`config.mk`:
```
export PLATFORM = sky130hd
export DESIGN_NAME = nibble_serial_adder
export DESIGN_NICKNAME = d
export VERILOG_FILES = /design/src/rtl/nibble_serial_adder.sv
export SDC_FILE = /design/constraint.sdc
export NUM_CORES = 1
export LEC_CHECK = 0
export ABC_AREA = 1
export CAP_MARGIN = 20
export CORE_ASPECT_RATIO = 0.7
export CORE_MARGIN = 4
export CORE_UTILIZATION = 38
export CTS_BUF_LIST = sky130_fd_sc_hd__clkbuf_8
export CTS_CLUSTER_DIAMETER = 80
export CTS_CLUSTER_SIZE = 20
export DETAILED_ROUTE_END_ITERATION = 8
export PLACE_DENSITY_LB_ADDON = 0.05
export RECOVER_POWER = 50
export SETUP_SLACK_MARGIN = 0.3
export SLEW_MARGIN = 20
export SYNTH_ARGS = -nofsm -noshare
export SYNTH_HDL_FRONTEND = slang
export SYNTH_SLANG_ARGS = --single-unit
```
`constraint.sdc`:
```
create_clock -name clk -period 3.1 [get_ports clk]
set_input_delay 0.775 -clock clk [delete_from_list [all_inputs] [get_ports clk]]
set_output_delay 0.775 -clock clk [all_outputs]
set_load 0.02 [all_outputs]
```
`src/rtl/nibble_serial_adder.sv`:
```
// Multi-cycle WIDTH-bit adder: one 4-bit ripple slice, one nibble per clock, valid/ready on both sides.
// Optional subtract mode (in_sub port) when NIBBLE_SERIAL_ADDER_SUB_EN is defined.
//
// state | meaning
// IDLE  | in_ready high, waiting for operands
// RUN   | one nibble per edge through the slice, idx counts up
// DONE  | result held with out_valid high until out_ready
module nibble_serial_adder #(
  parameter int NIBBLES = 4,
  localparam int WIDTH = 4 * NIBBLES
) (
  input  logic             clk,
  input  logic             rst_n,
  input  logic             in_valid,
  output logic             in_ready,
  input  logic [WIDTH-1:0] in_a,
  input  logic [WIDTH-1:0] in_b,
  input  logic             in_cin,
`ifdef NIBBLE_SERIAL_ADDER_SUB_EN
  input  logic             in_sub,
`endif
  output logic             out_valid,
  input  logic             out_ready,
  output logic [WIDTH-1:0] out_sum,
  output logic             out_cout,
  output logic             out_ovf,
  output logic             out_zero
);

  localparam int IW = (NIBBLES > 1) ? $clog2(NIBBLES) : 1;
  localparam logic [IW-1:0] LAST = IW'(NIBBLES - 1);

  typedef enum logic [1:0] {IDLE, RUN, DONE} state_t;

  state_t                   state;
  logic [NIBBLES-1:0][3:0]  a_q;
  logic [NIBBLES-1:0][3:0]  b_q;
  logic [NIBBLES-1:0][3:0]  sum_q;
  logic [NIBBLES-1:0][3:0]  sum_next;
  logic                     carry;
  logic [IW-1:0]            idx;
  logic [3:0]               a_nib;
  logic [3:0]               b_nib;
  logic [4:0]               slice;
  logic                     msb_cin;
`ifdef NIBBLE_SERIAL_ADDER_SUB_EN
  logic                     sub_q;
`endif

  always_comb begin
    a_nib = a_q[idx];
    b_nib = b_q[idx];
`ifdef NIBBLE_SERIAL_ADDER_SUB_EN
    if (sub_q) b_nib = ~b_nib;
`endif
    slice         = {1'b0, a_nib} + {1'b0, b_nib} + {4'd0, carry};
    sum_next      = sum_q;
    sum_next[idx] = slice[3:0];
    // carry into bit 3 of the slice recovered from the bit's own sum
    msb_cin       = a_nib[3] ^ b_nib[3] ^ slice[3];
  end

  assign out_sum = sum_q;

  always_ff @(posedge clk) begin
    if (!rst_n) begin
      state     <= IDLE;
      in_ready  <= 1'b1;
      out_valid <= 1'b0;
      sum_q     <= '0;
      out_cout  <= 1'b0;
      out_ovf   <= 1'b0;
      out_zero  <= 1'b0;
      idx       <= '0;
      carry     <= 1'b0;
      a_q       <= '0;
      b_q       <= '0;
`ifdef NIBBLE_SERIAL_ADDER_SUB_EN
      sub_q     <= 1'b0;
`endif
    end else begin
      case (state)
        IDLE: begin
          if (in_valid && in_ready) begin
            a_q      <= in_a;
            b_q      <= in_b;
            idx      <= '0;
            in_ready <= 1'b0;
            state    <= RUN;
`ifdef NIBBLE_SERIAL_ADDER_SUB_EN
            sub_q    <= in_sub;
            carry    <= in_sub ? 1'b1 : in_cin;
`else
            carry    <= in_cin;
`endif
          end
        end
        RUN: begin
          sum_q <= sum_next;
          carry <= slice[4];
          idx   <= idx + 1'b1;
          if (idx == LAST) begin
            out_cout  <= slice[4];
            out_ovf   <= msb_cin ^ slice[4];
            out_zero  <= (sum_next == '0);
            out_valid <= 1'b1;
            state     <= DONE;
          end
        end
        DONE: begin
          if (out_ready) begin
            out_valid <= 1'b0;
            in_ready  <= 1'b1;
            state     <= IDLE;
          end
        end
        default: state <= IDLE;
      endcase
    end
  end

endmodule

```
==> summary.md <==
| Metric | Value |
|---|---|
| R2r setup slk | `roughly 500 ps` |
| Net Sw Power | `approximately 0.68 mW` |
| Pwr dens | `between 500 and 600 mW/mm^2` |
| Number of synthesized flops with an enable pin | `0` |
| Initial drt markers | `151` |
| Xor and xnor fraction of the mapped netlist area | `0%` |
| First-pass GRT wire length | `about 12 mm` |
| CTS clock-pin slew for the worst setup and hold paths | `roughly 70 ps` |
| Die extent in y | `slightly below 80 um` |
| Fraction of the cycle the final worst path needs | `between 80% and 90%` |
| Vias in the first global route | `between 2000 and 2500` |
| Share of layout cells above drive strength 1 | `between 10% and 20%` |
| Top cell by count, worst path | `nand2_1` |
| Met2 WL post-DR | `around 3.0 mm` |
| Setup Viol. Count Final | `0` |
| Die width | `between 100 and 150 um` |
| Async SR Flop Fraction | `0%` |
| Distinct cells, synth | `32` |
| P_int | `roughly 1.4 mW` |
| Flops & latches, synth | `58` |
| Area of placed instances | `between 0.003 and 0.004 sq mm` |
| Compound-Gate Fraction of Synth Area | `around 19%` |
| Dominant synthesized flop cell | `dfxtp_1` |
| H-Tree Depth | `3` |
| Synthesis-to-layout area growth | `32.2%` |
| Share of the synthesized area in the top cell type | `a little over two fifths` |
| Most frequent cell after synthesis | `nor2_1` |
| Net Sw Frac | `around a third` |
| Critical path, cell by cell | `clkinvlp_4 -> a32o_1 -> fa_1 -> inv_2 -> fa_2 -> nand2_1 -> nand2_1 -> nor2_1 -> nand2_1 -> nor2_1 -> nand2_1 -> nor2_1 -> nand2_1 -> a21oi_2` |
| Worst hold path type | `flop to flop` |
| Ant diodes | `0` |
| Synth warn | `0` |
| Seq/Total Area, Yosys | `42.4%` |
| Clk sinks | `58` |
| VDD IR max | `between 200 and 250 uV` |
| Placed cells | `~530` |
| Vias per cell | `about 4.9` |
| Synth area leaders | `dfxtp_1 (42%), nor2_1 (13%), o21ai_0 (10%)` |
| Max incr delay on CP | `about 470 ps` |
| Clock buffer depth | `2` |
| M1 WL | `between 3 and 4 mm` |
| Synth Area in Adders | `4.66%` |
| Syn_area_per_cell | `approximately 7.1 sq um` |
| Simple-Gate Fraction of Synth Area | `26.1%` |
| Routed wl met3 | `around 480 um` |
| Area of the core | `roughly 0.007 sq mm` |
| Leak pwr | `1.53 nW` |
| Post-route insts no fill | `between 500 and 600` |
| Final instance area | `approximately 0.0036 sq mm` |
| Max cap viols | `0` |
| Cell accounting for the most synthesized area | `dfxtp_1` |
| CTS tree | `built` |
| # port buffers | `57` |
| Number of antenna violations at the first check in global routing | `0` |
| Sequential power share | `41.8%` |
| CP endpoint kind | `flop` |
| Clock power share | `approximately a third` |
| Place WS | `around 280 ps` |
| Slew HR | `16.8%` |
| Maximum clock rate | `around 390 MHz` |
| Worst-margin pin slew | `roughly 1200 ps` |
| Synth top cells by count | `nor2_1 (92), nand2_1 (62), dfxtp_1 (58)` |
| Synthesized cell area | `roughly 0.0027 sq mm` |
| Die area | `0.00866 sq mm` |
| CP Class | `flop to flop` |
| Final Hold Viols | `0` |
| Clk root buf | `clkbuf_8` |
| Gpl congestion | `around 0.84` |
| DR top layer | `met4` |
| Initial Util | `39.8%` |
| Max Transition Viols Final | `0` |
| Std cell rows | `25` |
| Mapped Cells | `385` |
| CP arrival | `between 2000 and 3000 ps` |
| Logic pwr share | `between 20% and 30%` |
| CP max FO | `5` |
| CTS Hold Buffers Added | `0` |
| Status | `finished clean` |
| Unrepaired setup endpoints after global routing | `no` |
| # DRC | `0` |
| Main combinational cell family by area after synthesis | `simple AND/OR/NAND/NOR gates` |
| Final ANT Viol Nets | `0` |
| Minimum clock period | `between 2000 and 3000 ps` |
| Drt wl/cell | `approximately 13 um` |
| GRT Util Overall | `around 18%` |
| Worst-Skew Late Latency | `350 ps` |
| Syn Nets | `431` |
| Via count | `~2700` |
| Worst Path Required | `3380 ps` |
| Hpwl dp | `5.23 mm` |
| Grt ovf | `0` |
| Nets | `just under 500` |
| Slowest-stage cell, CP | `fa_2` |
| Post-synthesis mux area share | `less than 1%` |
| Top Ports | `58` |
| Final Skew | `roughly 7.3 ps` |
| Number of buffers created by CTS | `9` |
| Post-detailed-routing wire length | `a little over 7 mm` |
| Core Util, Final | `52.7%` |
| DR pass1 iterations | `4` |
| Largest net degree at the start of global routing | `37` |
| Crit start category | `flop` |
| Final setup margin | `slightly above 500 ps` |
| Setup TNS | `0 ps` |
## metal layers
metal | global-route usage, % | up-vias
met2 | 25.0 | 64
met1 | 25.1 | 1197
li1 | - | 1381
met3 | 5.12 | 9
met5 | 0 | -
met4 | 5.73 | 0
## placed cells by master (no fill, tap or decap), drive strengths merged, types with 3 or more instances in the layout
cell type and instances:
clkinvlp 6, o21ai 59, o22ai 6, inv 27, o211ai 3, nand3 9
clkdlybuf4s50 56, dfxtp 58, nor2 94, clkbuf 12, a21oi 18, nand2 65
ha 7, or2 5, clkinv 3, buf 9
## per-stage QoR
| stage | hold WS [ps] | power (mW) |
|---|---|---|
| floorplan | 449 | 1.22 |
| global placement | 452 | 1.40 |
| detailed placement | 461 | 1.40 |
| CTS | 472 | 2.06 |
| global route | 507 | 2.18 |
| finish | 463 | 2.05 |
## area by class of cell
type,instances,area (sq um)
timing repair buffer,67,642
inverter,30,121
clock inverter,5,38.8
timing repair inverter,1,5.00
clock buffer,11,151
sequential,58,1170
tap,94,118
multi-input combinational,279,1380
fill,702,3260
## sequential cells by signal (all words and copies together), names as in the netlist, 2 cells and up
register / count
a_q: 16
idx: 2
b_q: 16
out_sum: 16
state: 2
## final timing paths
| check | cells after the start | startpoint | endpoint |
|---|---|---|---|
| worst max register to register | 14 | idx[1]$_SDFFE_PN0P_ | out_zero$_SDFFE_PN0P_ |
| worst min register to register | 2 | out_valid$_SDFFE_PN0P_ | out_valid$_SDFFE_PN0P_ |
| worst max-delay path | 14 | idx[1]$_SDFFE_PN0P_ | out_zero$_SDFFE_PN0P_ |
| worst min-delay path | 2 | out_valid$_SDFFE_PN0P_ | out_valid$_SDFFE_PN0P_ |
## kinds of logic (layout without fill, tap and decap cells)
logic type / count (synthesis) / count (layout)
AND/OR/NAND/NOR: 174 / 174
AO/OA/AOI/OAI: 95 / 95
flip-flops: 58 / 58
buffers and inverters: 48 / 114
adder cells (fa/ha/maj): 9 / 9
multiplexers: 1 / 1
## critical path: cells and delay by family (launching register included)
| kind | cells | cell delay (ps) |
|---|---|---|
| compound gates | 2 | 400 |
| simple gates | 8 | 660 |
| fa+ha+maj | 2 | 870 |
| flops | 1 | 380 |
| buf+inv | 2 | 240 |
## power by group through the flow
stage	sequential, mW	combinational (mW)	clock [mW]
floorplan	0.881	0.341	0
global placement	0.874	0.525	0
detailed placement	0.874	0.531	0
CTS	0.858	0.534	0.671
global route	0.867	0.608	0.709
finish	0.859	0.537	0.657
## what timing repair did
item,CTS,global route
endpoints found under the setup margin,1,2
gates resized for setup,1,8
buffers inserted,0,3
cloned,0,1
pin swaps,0,1
Note: power is estimated with default switching activity, not from simulation.
